`src/rtl/johnson_decoder.sv`:
```
// ----------------------------------------------------------------------------
// johnson_decoder
//
// Watches the output of a free-running Johnson (twisted-ring) counter,
// converts each sampled code to its binary position in the ring and checks
// that consecutive samples advance by exactly one position.
//
// The reference ring starts at all-zeros and shifts right with the new MSB
// taken from the inverted old LSB (WIDTH=4: 0000,1000,1100,1110,1111,0111,
// 0011,0001, then back to 0000).
//
// A three-state tracker (HUNT -> SYNC -> LOCKED) qualifies the stream: it
// needs LOCK_CNT consecutive correct successors before declaring lock, and
// while locked any repeat, jump or illegal code raises a one-cycle seq_err
// pulse and bumps a saturating error counter.
//
// Ports
//   clk        in   1     rising-edge clock
//   clear      in   1     synchronous active-high reset, beats in_valid
//   in_valid   in   1     sample code on this edge
//   code       in   WIDTH Johnson-coded count under observation
//   out_valid  out  1     registered copy of in_valid
//   index      out  IDXW  binary ring position of the last sample (0 if illegal)
//   illegal    out  1     last sample was not one of the 2*WIDTH ring codes
//   seq_err    out  1     one-cycle pulse on a sequence error while locked
//   locked     out  1     high while the tracker is in LOCKED
//   err_count  out  8     saturating count of seq_err pulses
//
// out_valid, index, illegal, seq_err and locked all appear one cycle after
// the sampling edge and are mutually aligned. When in_valid is low, index
// and illegal keep their previous values.
// ----------------------------------------------------------------------------
module johnson_decoder #(
   parameter  int WIDTH    = 4,
   parameter  int LOCK_CNT = 3,
   localparam int IDXW     = $clog2(2*WIDTH)
) (
   input  logic             clk,
   input  logic             clear,
   input  logic             in_valid,
   input  logic [WIDTH-1:0] code,
   output logic             out_valid,
   output logic [IDXW-1:0]  index,
   output logic             illegal,
   output logic             seq_err,
   output logic             locked,
   output logic [7:0]       err_count
);

   // Match counter is wide enough for the largest supported LOCK_CNT (15).
   localparam int MW = 4;

   localparam logic [IDXW:0]   NCODES   = (IDXW+1)'(2*WIDTH);
   localparam logic [IDXW-1:0] LAST_IDX = IDXW'(2*WIDTH - 1);
   localparam logic [IDXW-1:0] ZERO_IDX = {IDXW{1'b0}};
   localparam logic [IDXW-1:0] ONE_IDX  = {{(IDXW-1){1'b0}}, 1'b1};
   localparam logic [MW-1:0]   LOCK_TGT = MW'(LOCK_CNT);
   localparam logic [MW-1:0]   MW_ZERO  = {MW{1'b0}};
   localparam logic [MW-1:0]   MW_ONE   = {{(MW-1){1'b0}}, 1'b1};

   typedef enum logic [1:0] {
      ST_HUNT   = 2'd0,
      ST_SYNC   = 2'd1,
      ST_LOCKED = 2'd2
   } state_t;

   // -------------------------------------------------------------------------
   // Helper functions
   // -------------------------------------------------------------------------

   // Number of set bits in a code; result fits in IDXW because 2*WIDTH > WIDTH.
   function automatic logic [IDXW-1:0] popcount(input logic [WIDTH-1:0] c);
      logic [IDXW-1:0] cnt;
      cnt = {IDXW{1'b0}};
      for (int i = 0; i < WIDTH; i++) begin
         cnt = cnt + {{(IDXW-1){1'b0}}, c[i]};
      end
      return cnt;
   endfunction

   // A ring code is a single run of ones followed by a single run of zeros
   // (or the reverse), so adjacent bits may differ at most once.
   function automatic logic is_ring_code(input logic [WIDTH-1:0] c);
      logic [IDXW:0] changes;
      changes = {(IDXW+1){1'b0}};
      for (int i = 0; i < WIDTH-1; i++) begin
         changes = changes + {{IDXW{1'b0}}, (c[i] ^ c[i+1])};
      end
      return (changes <= {{IDXW{1'b0}}, 1'b1});
   endfunction

   // Ring position of a legal code. MSB set means we are in the filling half
   // (position = number of ones); MSB clear means the draining half, counted
   // back from the wrap point. All-zeros maps to position 0, not 2*WIDTH.
   function automatic logic [IDXW-1:0] ring_index(input logic [WIDTH-1:0] c);
      logic [IDXW-1:0] pop;
      logic [IDXW:0]   diff;
      pop  = popcount(c);
      diff = NCODES - {1'b0, pop};
      if (c[WIDTH-1]) begin
         return pop;
      end else if (pop == ZERO_IDX) begin
         return ZERO_IDX;
      end else begin
         return diff[IDXW-1:0];
      end
   endfunction

   // -------------------------------------------------------------------------
   // State
   // -------------------------------------------------------------------------
   state_t          state_r;
   logic [IDXW-1:0] prev_r;
   logic [MW-1:0]   match_r;

   logic            legal_s;
   logic [IDXW-1:0] dec_index_s;
   logic [IDXW-1:0] succ_s;
   logic            is_succ_s;
   logic [MW-1:0]   match_nxt_s;

   // Decode the incoming code and work out whether it follows the previous sample.
   always_comb begin
      legal_s     = is_ring_code(code);
      dec_index_s = ZERO_IDX;
      if (legal_s) begin
         dec_index_s = ring_index(code);
      end else begin
         dec_index_s = ZERO_IDX;
      end

      // Wrap from the last position back to 0 counts as a correct step.
      succ_s = ZERO_IDX;
      if (prev_r == LAST_IDX) begin
         succ_s = ZERO_IDX;
      end else begin
         succ_s = prev_r + ONE_IDX;
      end

      is_succ_s   = legal_s && (dec_index_s == succ_s);
      match_nxt_s = match_r + MW_ONE;
   end

   // Registered outputs and the HUNT/SYNC/LOCKED tracker.
   always_ff @(posedge clk) begin
      if (clear) begin
         state_r   <= ST_HUNT;
         prev_r    <= ZERO_IDX;
         match_r   <= MW_ZERO;
         out_valid <= 1'b0;
         index     <= ZERO_IDX;
         illegal   <= 1'b0;
         seq_err   <= 1'b0;
         locked    <= 1'b0;
         err_count <= 8'd0;
      end else begin
         out_valid <= in_valid;
         seq_err   <= 1'b0;

         if (in_valid) begin
            index   <= dec_index_s;
            illegal <= ~legal_s;

            case (state_r)
               ST_HUNT: begin
                  if (legal_s) begin
                     prev_r  <= dec_index_s;
                     match_r <= MW_ZERO;
                     state_r <= ST_SYNC;
                  end else begin
                     state_r <= ST_HUNT;
                  end
                  locked <= 1'b0;
               end

               ST_SYNC: begin
                  if (!legal_s) begin
                     match_r <= MW_ZERO;
                     state_r <= ST_HUNT;
                     locked  <= 1'b0;
                  end else if (is_succ_s) begin
                     prev_r  <= dec_index_s;
                     match_r <= match_nxt_s;
                     if (match_nxt_s == LOCK_TGT) begin
                        state_r <= ST_LOCKED;
                        locked  <= 1'b1;
                     end else begin
                        state_r <= ST_SYNC;
                        locked  <= 1'b0;
                     end
                  end else begin
                     // Legal but out of order: restart the qualification run here.
                     prev_r  <= dec_index_s;
                     match_r <= MW_ZERO;
                     state_r <= ST_SYNC;
                     locked  <= 1'b0;
                  end
               end

               ST_LOCKED: begin
                  if (is_succ_s) begin
                     prev_r  <= dec_index_s;
                     state_r <= ST_LOCKED;
                     locked  <= 1'b1;
                  end else begin
                     seq_err <= 1'b1;
                     locked  <= 1'b0;
                     if (err_count != 8'd255) begin
                        err_count <= err_count + 8'd1;
                     end else begin
                        err_count <= err_count;
                     end
                     // A legal code gives us a fresh anchor; an illegal one does not.
                     if (legal_s) begin
                        prev_r  <= dec_index_s;
                        match_r <= MW_ZERO;
                        state_r <= ST_SYNC;
                     end else begin
                        match_r <= MW_ZERO;
                        state_r <= ST_HUNT;
                     end
                  end
               end

               default: begin
                  prev_r  <= ZERO_IDX;
                  match_r <= MW_ZERO;
                  state_r <= ST_HUNT;
                  locked  <= 1'b0;
               end
            endcase
         end else begin
            index   <= index;
            illegal <= illegal;
         end
      end
   end

endmodule

```
`config.mk`:
```
export PLATFORM = sky130hd
export DESIGN_NAME = johnson_decoder
export DESIGN_NICKNAME = d
export VERILOG_FILES = /design/src/rtl/johnson_decoder.sv
export SDC_FILE = /design/constraint.sdc
export NUM_CORES = 1
export LEC_CHECK = 0
export ABC_AREA = 0
export BUFFER_PORTS_ARGS = -buffer_cell sky130_fd_sc_hd__buf_4
export CORE_MARGIN = 3
export CORE_UTILIZATION = 45
export DETAILED_ROUTE_END_ITERATION = 8
export GPL_TIMING_DRIVEN = 0
export PLACE_DENSITY = 0.66
export SLEW_MARGIN = 30
export SYNTH_ARGS = -nofsm -noshare
export SYNTH_HDL_FRONTEND = slang
export SYNTH_SLANG_ARGS = --single-unit
export TNS_END_PERCENT = 100
```
`constraint.sdc`:
```
create_clock -name clk -period 5.5 [get_ports clk]
set_input_delay 1.1 -clock clk [delete_from_list [all_inputs] [get_ports clk]]
set_output_delay 1.1 -clock clk [all_outputs]
set_load 0.01 [all_outputs]
```
**After elaboration in Yosys (flattened, before gate mapping)**

Cells that the tools add are included.

- $add $sub $neg: 9
- Multipliers: 0
- Divide/modulo/power cells: 0
- Magnitude comparators: 1
- Eq/ne operators: 8
- Shift-type cells: 0
- Multiplexer cells: 24
- Bitwise operators: 7
- Reductions and logical operators: 7

Operator list:

| cell | number |
|---|---|
| $mux W3 | 6 |
| $mux W4 | 4 |
| $pmux W4 S3 | 1 |
| $add A8 B1 Y8 const B | 1 |
| $mux W2 | 4 |
| $ne A8 B8 Y1 const B | 1 |
| $add A2 B1 Y3 | 2 |
| $mux W1 | 6 |
| $pmux W2 S3 | 1 |
| $pmux W3 S2 | 1 |
| $add A1 B1 Y2 | 2 |
| $add A4 B1 Y4 const B | 1 |
| $eq A4 B2 Y1 const B | 1 |
| $ne A2 B2 Y1 const B | 2 |
| $not A1 Y1 | 4 |
| $reduce_and A4 Y1 | 1 |
| $add A3 B1 Y3 | 1 |
| $add A3 B1 Y3 const B | 1 |
| $eq A3 B3 Y1 | 1 |
| $eq A3 B3 Y1 const B | 1 |
| $le A3 B1 Y1 const B | 1 |
| $logic_not A3 Y1 | 1 |
| $reduce_and A3 Y1 | 1 |
| $reduce_or A3 Y1 | 1 |
| 8 further kinds | 10 |

- Register bits after elaboration: 24
- Bits in latches: 0
- RAM bits: 0
- Memory bits (read-only): 0
- Bits of input ports: 7
- Output and inout bits: 15
- Memories kept: 0

**Logic depth before layout (Yosys ltp)**

Gate-level depths: netlist (run 1).

- Depth in word-level cells: 12
- Gate-level depth with buffers: 14
- Mapped depth without buffers: 12

**Worst setup path before layout (run 1)**

OpenSTA, ideal clock, no wires.

- Path kind: input -> register
- Start: input code[3]
- End: register state_r[0]
- Setup time: 116 ps
- Arrival time: 3874 ps
- Required time: 5384 ps
- Path slack: 1510 ps
- Stages: 13
- Path buffers: 1
- Cell sequence: buf_6 inv_1 fa_1 inv_1 ha_1 ha_1 inv_1 ha_1 mux2i_4 xnor2_1 or4_4 o311a_1 a31o_1

- Word-level cells in the longest chain between the ends: 10
- Elaborated cells on any way between the ends: 16
- Those cells by class: add/sub: 3; order compare: 1; eq/ne: 1; mux: 8; bitwise: 1; reduce/logical: 2

Ends and longest elaborated chain:

| element | line | source |
|---|---|---|
| from (decl) | 41 | `input logic [WIDTH-1:0] code,` |
| $add A3 B1 Y3 | 76 | `cnt = cnt + {{(IDXW-1){1'b0}}, c[i]};` |
| $sub A1 B3 Y3 or $logic_not A3 Y1 (tied branches) | 99, 102 |  |
| $mux W3 | 102 | `end else if (pop == ZERO_IDX) begin` |
| $mux W3 | 100 | `if (c[WIDTH-1]) begin` |
| $mux W3 | 126 | `if (legal_s) begin` |
| $eq A3 B3 Y1 | 140 | `is_succ_s = legal_s && (dec_index_s == succ_s);` |
| $logic_and A1 B1 Y1 | 140 |  |
| $mux W2 | 181 | `end else if (is_succ_s) begin` |
| $mux W2 | 177 | `if (!legal_s) begin` |
| $pmux W2 S3 (*) | 164 | `case (state_r)` |
| to (signal assigned) | 169 | `state_r <= ST_SYNC;` |
| to (signal assigned) | 179 | `state_r <= ST_HUNT;` |
| to (signal assigned) | 185 | `state_r <= ST_LOCKED;` |
| to (decl) | 112 | `state_t state_r;` |

Mark *: on every way between the ends. The rest lies on a longest branch, timed or not.
A chain may end at the register's enable or synchronous reset.

**Worst setup path in the final report (run 1)**

- Start: input code[0]
- End: register err_count[5]

- Word-level cells in the longest chain between the ends: 11
- Elaborated cells on any way between the ends: 16
- Those cells by class: add/sub: 6; order compare: 1; eq/ne: 1; mux: 3; bitwise: 2; reduce/logical: 3

Ends and longest elaborated chain:

| element | line | source |
|---|---|---|
| $add A1 B1 Y2 | 76 |  |
| $add A2 B1 Y3 | 76 |  |
| $add A3 B1 Y3 | 76 |  |
| $sub A1 B3 Y3 or $logic_not A3 Y1 (tied branches) | 99, 102 |  |
| $mux W3 | 102 |  |
| $mux W3 | 100 |  |
| $mux W3 | 126 |  |
| $eq A3 B3 Y1 | 140 |  |
| $logic_and A1 B1 Y1 (*) | 140 |  |
| $not A1 Y1 (no line) (*) | n/a |  |
| $reduce_and A4 Y1 (no line) (*) | n/a |  |
| to (signal assigned) | 209 | `err_count <= err_count + 8'd1;` |
| to (signal assigned) | 211 | `err_count <= err_count;` |
| to (decl) | 47 | `output logic [7:0] err_count` |

Marks and branches as above.

==> results of run 1 <==
final timing paths:
| check | startpoint | to | slack, ns | depth (start not counted) |
|---|---|---|---|---|
| setup / recovery | code[0] | err_count[5] | 1.53 | 14 |
| hold / removal | locked | locked | 0.47 | 2 |
| setup reg to reg | prev_r[0] | match_r[1] | 2.94 | 7 |
| hold reg to reg | locked | locked | 0.47 | 2 |
state kept, by name, indices dropped and copies added, names as in the netlist, 2 cells and up:
name,flops
err_count,8
state_r,2
match_r,4
index,3
prev_r,3
cells in the final DEF, fill, tap and decap left out, drive strengths merged, types with 2 or more instances in the layout:
cell type and count:
o31ai 7, xor2 3, o211ai 2, nand2b 3
a211oi 4, and2 2, ha 15, nor2b 6
a21oi 16, nor3 5, dfxtp 24, or2b 2
nand2 15, or4 4, buf 22, xnor2 3
o21a 2, nor4 3, mux2i 2, mux2 2
clkbuf 7, nand3 5, nor2 10, inv 20
o21ai 6, or3 6
power groups by stage:
stage               Clock (mW)  Combinational [mW]  Sequential, mW
CTS                     0.0959               0.120           0.185
detailed placement           0               0.119           0.189
global placement             0               0.116           0.188
floorplan                    0              0.0898           0.189
finish                  0.0918               0.120           0.185
global route             0.103               0.133           0.186
logic make-up after synthesis:
family | after synthesis | synth area share (%)
simple gates | 66 | 21.98
compound gates | 48 | 20.37
buf+inv | 25 | 7.071
flops | 24 | 29.52
fa+ha+maj | 16 | 12.76
xor+xnor | 7 | 4.689
mux | 4 | 3.612
cell type report:
class	count	area share, %
Sequential cell	24	25.67
Inverter	20	4.011
Buffer	5	2.139
Multi-Input combinational cell	141	55.15
Clock buffer	4	1.938
Tap cell	46	3.075
Timing Repair Buffer	20	8.021
worst register-to-register path, cell delays in order, from the launching register on:
cell	delay, ns
dfxtp_1	0.38
ha_1	0.22
ha_1	0.31
inv_1	0.08
xnor3_2	0.40
nor4_1	0.65
a21oi_1	0.20
o32ai_1	0.26
routing by layer:
metal,wire (um),global-route usage [%]
met5,0,0
met1,1675,22.41
met3,100,3.571
met4,24,4.061
met2,1743,29.86
per-stage QoR:
| stage | setup WS [ns] | cells | total power, mW |
|---|---|---|---|
| finish | 1.530 | 260 | 0.3967 |
| global route | 1.427 | 260 | 0.4222 |
| CTS | 1.524 | 260 | 0.4007 |
| detailed placement | 1.186 | 256 | 0.3079 |
| global placement | 1.275 | 256 | 0.3048 |
| floorplan | 1.510 | 190 | 0.2790 |
==> impl_metrics.py, run 1 <==
metrics = {
    "floorplanning": {
        "rows": 21,
        "die_area_um2": 4375,
        "ios": 22,
        "dieHeight_um": 66.15,
        "die_x_um": 66.15,
        "design.core.area_um2": 3416,
        "start_util_pct": 47.66,
    },
    "power": {
        "p_sw_mw": 0.1236,
        "ir_drop_v": 0.0001472,
        "p_int_mw": 0.2731,
        "leakagePower_nw": 0.7533,
        "swShare_pct": 31.16,
        "cellPowerDensity_nw_per_um2": 211.9,
        "p_seq_share_pct": 46.7,
        "clkPwrFrac_pct": 23.1,
        "pwr-share-comb_pct": 30.2,
    },
    "synthesis": {
        "ys_seq_area_share_pct": 29.52,
        "yosysMostFrequentCell": "dfxtp_1",
        "synth_cell_type_count": 50,
        "synthArstFlopShare_pct": 0,
        "synth.top_cell.area_share_pct": 29.52,
        "synth.ff_latch_count": 24,
        "syn_inst": 190,
        "synth.largest_area_cell": "dfxtp_1",
        "syn_area_um2": 1628,
        "ys_warn_count": 0,
        "synthTopCellsByArea": "dfxtp_1 30%, ha_1 12%, a21oi_1 4.9%",
        "synth_edf_count": 0,
        "ys.flop_type": "dfxtp_1",
        "synth_nets": 213,
        "syn_avg_cell_area_um2": 8.567,
        "ys_top_cells_by_count": "24 x dfxtp_1, 20 x inv_1, 16 x a21oi_1",
    },
    "timing": {
        "slew_viol_final": 0,
        "setup_tns_ns": 0,
        "setup_viol": 0,
        "rsz0062_at_grt": "false",
        "tightest_slew_ns": 0.7557,
        "max_clock_freq_mhz": 251.9,
        "hold_ws_ns": 0.4689,
        "finalCritPeriodShare_pct": 72.18,
        "period_needed_ns": 3.970,
        "slew_headroom_pct": 49.16,
        "hold_viol_final": 0,
        "clock_skew_ns": 0.01797,
    },
    "place": {
        "io_buffer_count": 20,
        "dpl.hpwl_um": 2781,
        "dpl_cell_area_um2": 1836,
        "place_congestion": 0.9109,
    },
    "drt": {
        "dr.pass1.iters": 4,
        "drtAntennaViolNets": 0,
        "vias": 1421,
        "drt_wl_total_um": 3543,
        "drt-initial-drc-count": 49,
        "viasPerCell": 5.465,
        "drc": 0,
        "wl_per_cell_um": 13.63,
    },
    "grt": {
        "grt_max_degree": 14,
        "grt_pass1_wl_um": 6099,
        "grt.overflow.total": 0,
        "grt_usage_pct": 17.49,
        "antenna_found_initial": 0,
        "grt_pass1_vias": 1381,
    },
    "critical_path": {
        "worst-path-max-fanout": 10,
        "worst_path_max_delay_cell": "fa_1",
        "cp-start-kind": "primary input",
        "worstSetupPathType": "in2reg",
        "arrival_ns": 4.19,
        "crit_family": "adder cells",
        "worstPathRequired_ns": 5.72,
        "end_kind": "register",
        "crit_chain": "buf_4, inv_1, fa_1, inv_1, ha_1, ha_1, inv_1, ha_1, mux2i_4, xnor2_1, o41ai_2, buf_4, nor4_1, mux2_1",
        "cp_num_buf_inv": 5,
        "cp_slowest_stage_delay_ns": 0.53,
    },
    "final_layout": {
        "final-seq-area_um2": 480.5,
        "drive_above_1_share_pct": 16.82,
        "multi_input_area_um2": 1032,
        "final_area_um2": 1872,
        "areaGrowthSynthToFinish_pct": 14.99,
        "nNetsFinal": 238,
        "nFillCells": 340,
        "final_core_util_pct": 54.80,
        "antenna_cells": 0,
    },
    "clock_tree": {
        "numCtsBuffers": 3,
        "cts_root_buffer": "clkbuf_4",
        "clock_latency_ns": 0.31,
        "clkSinkCount": 24,
        "clockBufferDepth": 2,
        "cts_tree": "built",
        "h-tree-depth": 1,
        "clkTransAtPathRegs_ns": 0.14,
        "ctsResizeCount": 0,
        "holdBufCountCts": 0,
        "postCtsSetupBuffers": 0,
    },
    "flow_run": {
        "cap_violations": 0,
    },
    "outcome": {
        "status": "complete, no violations",
    },
    "worst_hold_path": {
        "hold_class": "reg2reg",
    },
}
Power figures use the tool's default switching activity.
==> inputs of run 2 (changes only) <==
--- a/config.mk
+++ b/config.mk
@@ -11,7 +11,7 @@
 export CORE_UTILIZATION = 45
 export DETAILED_ROUTE_END_ITERATION = 8
 export GPL_TIMING_DRIVEN = 0
-export PLACE_DENSITY = 0.66
+export PLACE_DENSITY = 0.68
 export SLEW_MARGIN = 30
 export SYNTH_ARGS = -nofsm -noshare
 export SYNTH_HDL_FRONTEND = slang
==> constraint.sdc (replaced) <==
create_clock -name clk -period 3.42 [get_ports clk]
set_input_delay 0.684 -clock clk [delete_from_list [all_inputs] [get_ports clk]]
set_output_delay 0.684 -clock clk [all_outputs]
set_load 0.01 [all_outputs]
==> run 2 against run 1 <==
Compared with the run above: total power grew 62%; sequential power grew 61%; routed wire length grew 1.2%; flip-flop and latch count is the same; clock skew shrank 0.0090 ns; via count grew 2.0%; first-iteration DRC count shrank 8.2%; clock power grew 35%.
==> impl_metrics.py, run 2 (synthesis gave the netlist of run 1 again) <==
metrics = {
    "final_layout": {
        "antenna_cells": 0,
        "final_cell_mix": "24 x dfxtp_1, 21 x buf_4, 20 x inv_1, 16 x a21oi_1, 15 x nand2_1",
        "nNetsFinal": 238,
        "final-seq-area_um2": 480.5,
        "final_core_util_pct": 55.93,
        "multi_input_area_um2": 1085,
        "nFillCells": 331,
        "drive_above_1_share_pct": 18.78,
        "largest-register": "err_count",
        "reg_top3": "err_count: 8 flops, match_r: 4 flops",
        "final_common_cell": "dfxtp_1",
        "areaGrowthSynthToFinish_pct": 17.37,
        "largest_register_ffs": 8,
    },
    "worst_hold_path": {
        "min_path_cells": 2,
        "hold_class": "reg2reg",
        "hold_end": "locked",
        "min_from": "locked",
    },
    "critical_path": {
        "crit_path_frequent_cell": "inv_1",
        "r2r_end": "err_count[0]",
        "ff2ff_path_depth": 8,
        "r2r_slack_ns": 0.91,
        "end_kind": "register",
        "crit_chain": "buf_4, inv_1, fa_1, inv_1, ha_2, ha_4, inv_1, ha_4, mux2i_4, xnor2_2, o41ai_4, buf_4, nor4_1, mux2_1",
        "arrival_ns": 3.53,
        "cp_slowest_stage_delay_ns": 0.52,
        "worstPathRequired_ns": 3.63,
        "worstSetupPathType": "in2reg",
        "worst_path_max_delay_cell": "fa_1",
        "worst-path-max-fanout": 10,
        "reg2reg_from": "prev_r[0]",
        "cp-start-kind": "primary input",
    },
    "clock_tree": {
        "h-tree-depth": 1,
        "cts_tree": "built",
        "holdBufCountCts": 0,
        "cts_root_buffer": "clkbuf_4",
        "clkSinkCount": 24,
        "clkTransAtPathRegs_ns": 0.13,
        "clock_latency_ns": 0.31,
        "ctsResizeCount": 0,
        "numCtsBuffers": 3,
        "postCtsSetupBuffers": 0,
        "clockBufferDepth": 2,
    },
    "timing": {
        "max_clock_freq_mhz": 301.4,
        "setup_tns_ns": 0,
        "period_needed_ns": 3.318,
        "hold_ws_ns": 0.4693,
        "setup_viol": 0,
        "slew_headroom_pct": 56.71,
        "slew_viol_final": 0,
        "tightest_slew_ns": 0.6480,
        "clock_skew_ns": 0.008978,
        "finalCritPeriodShare_pct": 97.01,
        "hold_viol_final": 0,
        "rsz0062_at_grt": "false",
        "fin_ws_ns": 0.1022,
    },
    "drt": {
        "drt_wl_total_um": 3586,
        "viasPerCell": 5.598,
        "drt-initial-drc-count": 45,
        "routed-wl-met2_um": 1782,
        "wl_met3_um": 131,
        "wl_per_cell_um": 13.85,
        "top_layer_used": "met4",
        "drtAntennaViolNets": 0,
        "wl_met1_um": 1651,
        "drc": 0,
        "vias": 1450,
        "dr.pass1.iters": 4,
    },
    "grt": {
        "grt_pass1_vias": 1327,
        "antenna_found_initial": 0,
        "grt_max_degree": 13,
        "grt_pass1_wl_um": 5989,
        "grt_usage_pct": 17.25,
        "grt.overflow.total": 0,
    },
    "place": {
        "post-place-ws_ns": -0.2505,
        "io_buffer_count": 20,
        "place_congestion": 0.9177,
        "dpl.hpwl_um": 2790,
    },
    "floorplanning": {
        "rows": 21,
        "die_x_um": 66.15,
        "design.core.area_um2": 3416,
        "ios": 22,
        "start_util_pct": 47.66,
        "dieHeight_um": 66.15,
        "die_area_um2": 4375,
    },
    "power": {
        "cellPowerDensity_nw_per_um2": 336.0,
        "ir_drop_v": 0.0002166,
        "total_power_mw": 0.6420,
        "p_sw_mw": 0.2138,
        "p_int_mw": 0.4281,
        "clkPwrFrac_pct": 19.2,
        "pwr-share-comb_pct": 34.4,
        "leakagePower_nw": 0.7508,
        "swShare_pct": 33.31,
        "p_seq_share_pct": 46.4,
    },
    "flow_run": {
        "cap_violations": 0,
    },
    "outcome": {
        "status": "complete, no violations",
    },
}
[run 2: cell type report]
class | count | share of cell area, %
plain buffers | 5 | 2.096
clock buffers | 3 | 1.179
inverters | 20 | 3.929
multi-input cells | 141 | 56.78
flip-flops and latches | 24 | 25.15
well taps | 46 | 3.012
repair buffers | 20 | 7.859
[run 2: worst max-delay path: cells and delay by family]
| family | cells | cell delay [ns] |
|---|---|---|
| compound gates | 1 | 0.14 |
| xor+xnor | 1 | 0.28 |
| mux | 2 | 0.43 |
| fa+ha+maj | 4 | 1.24 |
| simple gates | 1 | 0.34 |
| buf+inv | 5 | 0.41 |
[run 2: how the worst max path moves through the flow]
stage	to	depth (start not counted)	slack [ns]	start
after detailed placement	err_count[0]	14	-0.25	code[1]
after floorplan	state_r[0]	13	-0.02	code[3]
after global placement	err_count[0]	14	-0.22	code[0]
after global routing	err_count[5]	14	0.02	code[1]
final	err_count[5]	14	0.10	code[0]
after CTS	err_count[0]	14	0.09	code[1]
[run 2: power by group through the flow]
stage	Clock [mW]	Combinational [mW]	Sequential (mW)
floorplan	0	0.160	0.304
global placement	0	0.204	0.303
detailed placement	0	0.211	0.304
CTS	0.129	0.212	0.298
global route	0.142	0.242	0.299
finish	0.124	0.221	0.298
[run 2: per-stage QoR]
| step | area [um^2] | instances |
|---|---|---|
| 6_report | 1911 | 259 |
| 5_1_grt | 1911 | 259 |
| 4_1_cts | 1893 | 259 |
| 3_5_place_dp | 1871 | 256 |
| 3_3_place_gp | 1871 | 256 |
| 2_1_floorplan | 1663 | 190 |
[run 2: metal layers]
metal	track usage [%]	up-vias
li1	-	730
met3	3.061	2
met2	30.61	28
met4	3.807	0
met1	21.52	690
met5	0	-
==> inputs of run 3 (changes only) <==
--- a/config.mk
+++ b/config.mk
@@ -9,6 +9,7 @@
 export BUFFER_PORTS_ARGS = -buffer_cell sky130_fd_sc_hd__buf_4
 export CORE_MARGIN = 3
 export CORE_UTILIZATION = 45
+export CTS_BUF_LIST = sky130_fd_sc_hd__clkbuf_2
 export DETAILED_ROUTE_END_ITERATION = 8
 export GPL_TIMING_DRIVEN = 0
 export PLACE_DENSITY = 0.68
==> run 3 against run 2 <==
Compared with the run above: first-iteration DRC count grew 93%; highest routed layer unchanged; register-to-register slack is essentially flat; worst setup slack gained 0.040 ns; clock-buffer cell count is the same; largest power group unchanged; maximum frequency grew 1.2%.
==> impl_metrics.py, run 3 (synthesis gave the netlist of run 1 again) <==
metrics = {
    "timing": {
        "max_clock_freq_mhz": 305.1,
        "hold_viol_final": 0,
        "rsz0062_at_grt": "false",
        "period_needed_ns": 3.278,
        "tightest_slew_ns": 0.6357,
        "clock_skew_ns": 0.01399,
        "finalCritPeriodShare_pct": 95.85,
        "slew_viol_final": 0,
        "setup_viol": 0,
        "fin_ws_ns": 0.1420,
        "hold_ws_ns": 0.4756,
        "slew_headroom_pct": 57.53,
    },
    "drt": {
        "wl_per_cell_um": 13.78,
        "drt_wl_total_um": 3570,
        "drtAntennaViolNets": 0,
        "viasPerCell": 5.653,
        "drt-initial-drc-count": 87,
        "drc": 0,
        "vias": 1464,
        "dr.pass1.iters": 4,
    },
    "grt": {
        "antenna_found_initial": 0,
        "grt.overflow.total": 0,
        "grt_max_degree": 13,
        "grt_pass1_wl_um": 5947,
        "grt_usage_pct": 17.04,
        "grt_pass1_vias": 1324,
    },
    "clock_tree": {
        "cts_tree": "built",
        "numCtsBuffers": 3,
        "clock_latency_ns": 0.33,
        "cts_root_buffer": "clkbuf_2",
        "clkTransAtPathRegs_ns": 0.23,
        "clockBufferDepth": 2,
        "clkSinkCount": 24,
        "h-tree-depth": 1,
    },
    "floorplanning": {
        "die_area_um2": 4375,
        "die_x_um": 66.15,
        "ios": 22,
        "rows": 21,
        "dieHeight_um": 66.15,
        "design.core.area_um2": 3416,
        "start_util_pct": 47.66,
    },
    "critical_path": {
        "end_kind": "register",
        "worst_path_max_delay_cell": "fa_1",
        "worstPathRequired_ns": 3.67,
        "r2r_slack_ns": 0.90,
        "crit_path_frequent_cell": "inv_1",
        "cp_slowest_stage_delay_ns": 0.52,
        "worstSetupPathType": "in2reg",
        "cp-start-kind": "primary input",
        "arrival_ns": 3.53,
        "worst-path-max-fanout": 10,
        "crit_chain": "buf_4, inv_1, fa_1, inv_1, ha_2, ha_4, inv_1, ha_4, mux2i_4, xnor2_2, o41ai_4, buf_4, nor4_1, mux2_1",
    },
    "flow_run": {
        "cap_violations": 0,
    },
    "outcome": {
        "status": "complete, no violations",
    },
    "place": {
        "io_buffer_count": 20,
        "dpl_cell_area_um2": 1871,
        "dpl.hpwl_um": 2790,
        "dp.cells": 256,
        "place_congestion": 0.9177,
        "post-place-ws_ns": -0.2505,
    },
    "final_layout": {
        "largest_register_ffs": 8,
        "final_area_um2": 1903,
        "antenna_cells": 0,
        "multi_input_area_um2": 1085,
        "final_common_cell": "dfxtp_1",
        "areaGrowthSynthToFinish_pct": 16.91,
        "reg_top3": "err_count: 8 flops, match_r: 4 flops",
        "nFillCells": 335,
        "final_cell_mix": "24 x dfxtp_1, 21 x buf_4, 20 x inv_1, 16 x a21oi_1, 15 x nand2_1",
        "nNetsFinal": 238,
        "final_cells": 259,
        "final-seq-area_um2": 480.5,
        "largest-register": "err_count",
        "drive_above_1_share_pct": 18.78,
    },
    "worst_hold_path": {
        "hold_class": "reg2reg",
    },
    "power": {
        "cellPowerDensity_nw_per_um2": 328.3,
        "total_power_mw": 0.6247,
        "ir_drop_v": 0.0002320,
        "leakagePower_nw": 0.7494,
    },
}
==> run 3: cell count changes in the layout (fill, tap and decap cells not counted) <==
cell      previous run  this run
clkbuf_4             3         0
clkbuf_2             0         3
==> run 3: routing by layer <==
| metal | vias to the layer above | global-route usage (%) | routed length, um | share of wire [%] |
|---|---|---|---|---|
| met5 | - | 0 | 0 | 0 |
| met2 | 30 | 30.73 | 1808 | 51 |
| met3 | 4 | 3.061 | 110 | 3.1 |
| met4 | 0 | 2.284 | 19 | 0.53 |
| li1 | 729 | - | - | - |
| met1 | 701 | 21.41 | 1631 | 46 |
==> run 3: area by class of cell <==
cell class,instances,area share [%]
Multi-Input combinational cell,141,57.00
Sequential cell,24,25.25
Timing Repair Buffer,20,7.890
Inverter,20,3.945
Tap cell,46,3.024
Buffer,5,2.104
Clock buffer,3,0.7890
==> run 3: what timing repair did <==
action / 4_1_cts / 5_1_grt
resized for setup: 0 / 2
endpoints found under the hold margin: 0 / 0
setup endpoints to repair: 0 / 1
hold buffers: 0 / 0
setup buffers: 0 / 0
==> run 3: path summary, 6_finish.rpt <==
path / startpoint / end / depth (start not counted)
worst max-delay path: code[0] / err_count[5] / 14
worst min-delay path: locked / locked / 2
worst max register to register: prev_r[0] / state_r[0] / 7
worst min register to register: locked / locked / 2
==> run 3: per-stage QoR <==
stage	setup TNS [ns]	utilization [%]
floorplan	-0.02133	-
finish	0	55.71
global route	0	55.71
global placement	-0.9115	54.76
detailed placement	-1.360	54.76
CTS	0	55.20
==> run 3: critical path, delay by kind of cell <==
family,cells,cell delay [ns]
mux,2,0.43
fa+ha+maj,4,1.24
compound gates,1,0.14
xor+xnor,1,0.27
buf+inv,5,0.41
simple gates,1,0.34
==> run 3: power by group <==
group | switching [mW] | total, mW | internal [mW]
clock network | 0.0815 | 0.105 | 0.0239
logic | 0.124 | 0.221 | 0.0973
registers | 0.00797 | 0.298 | 0.290
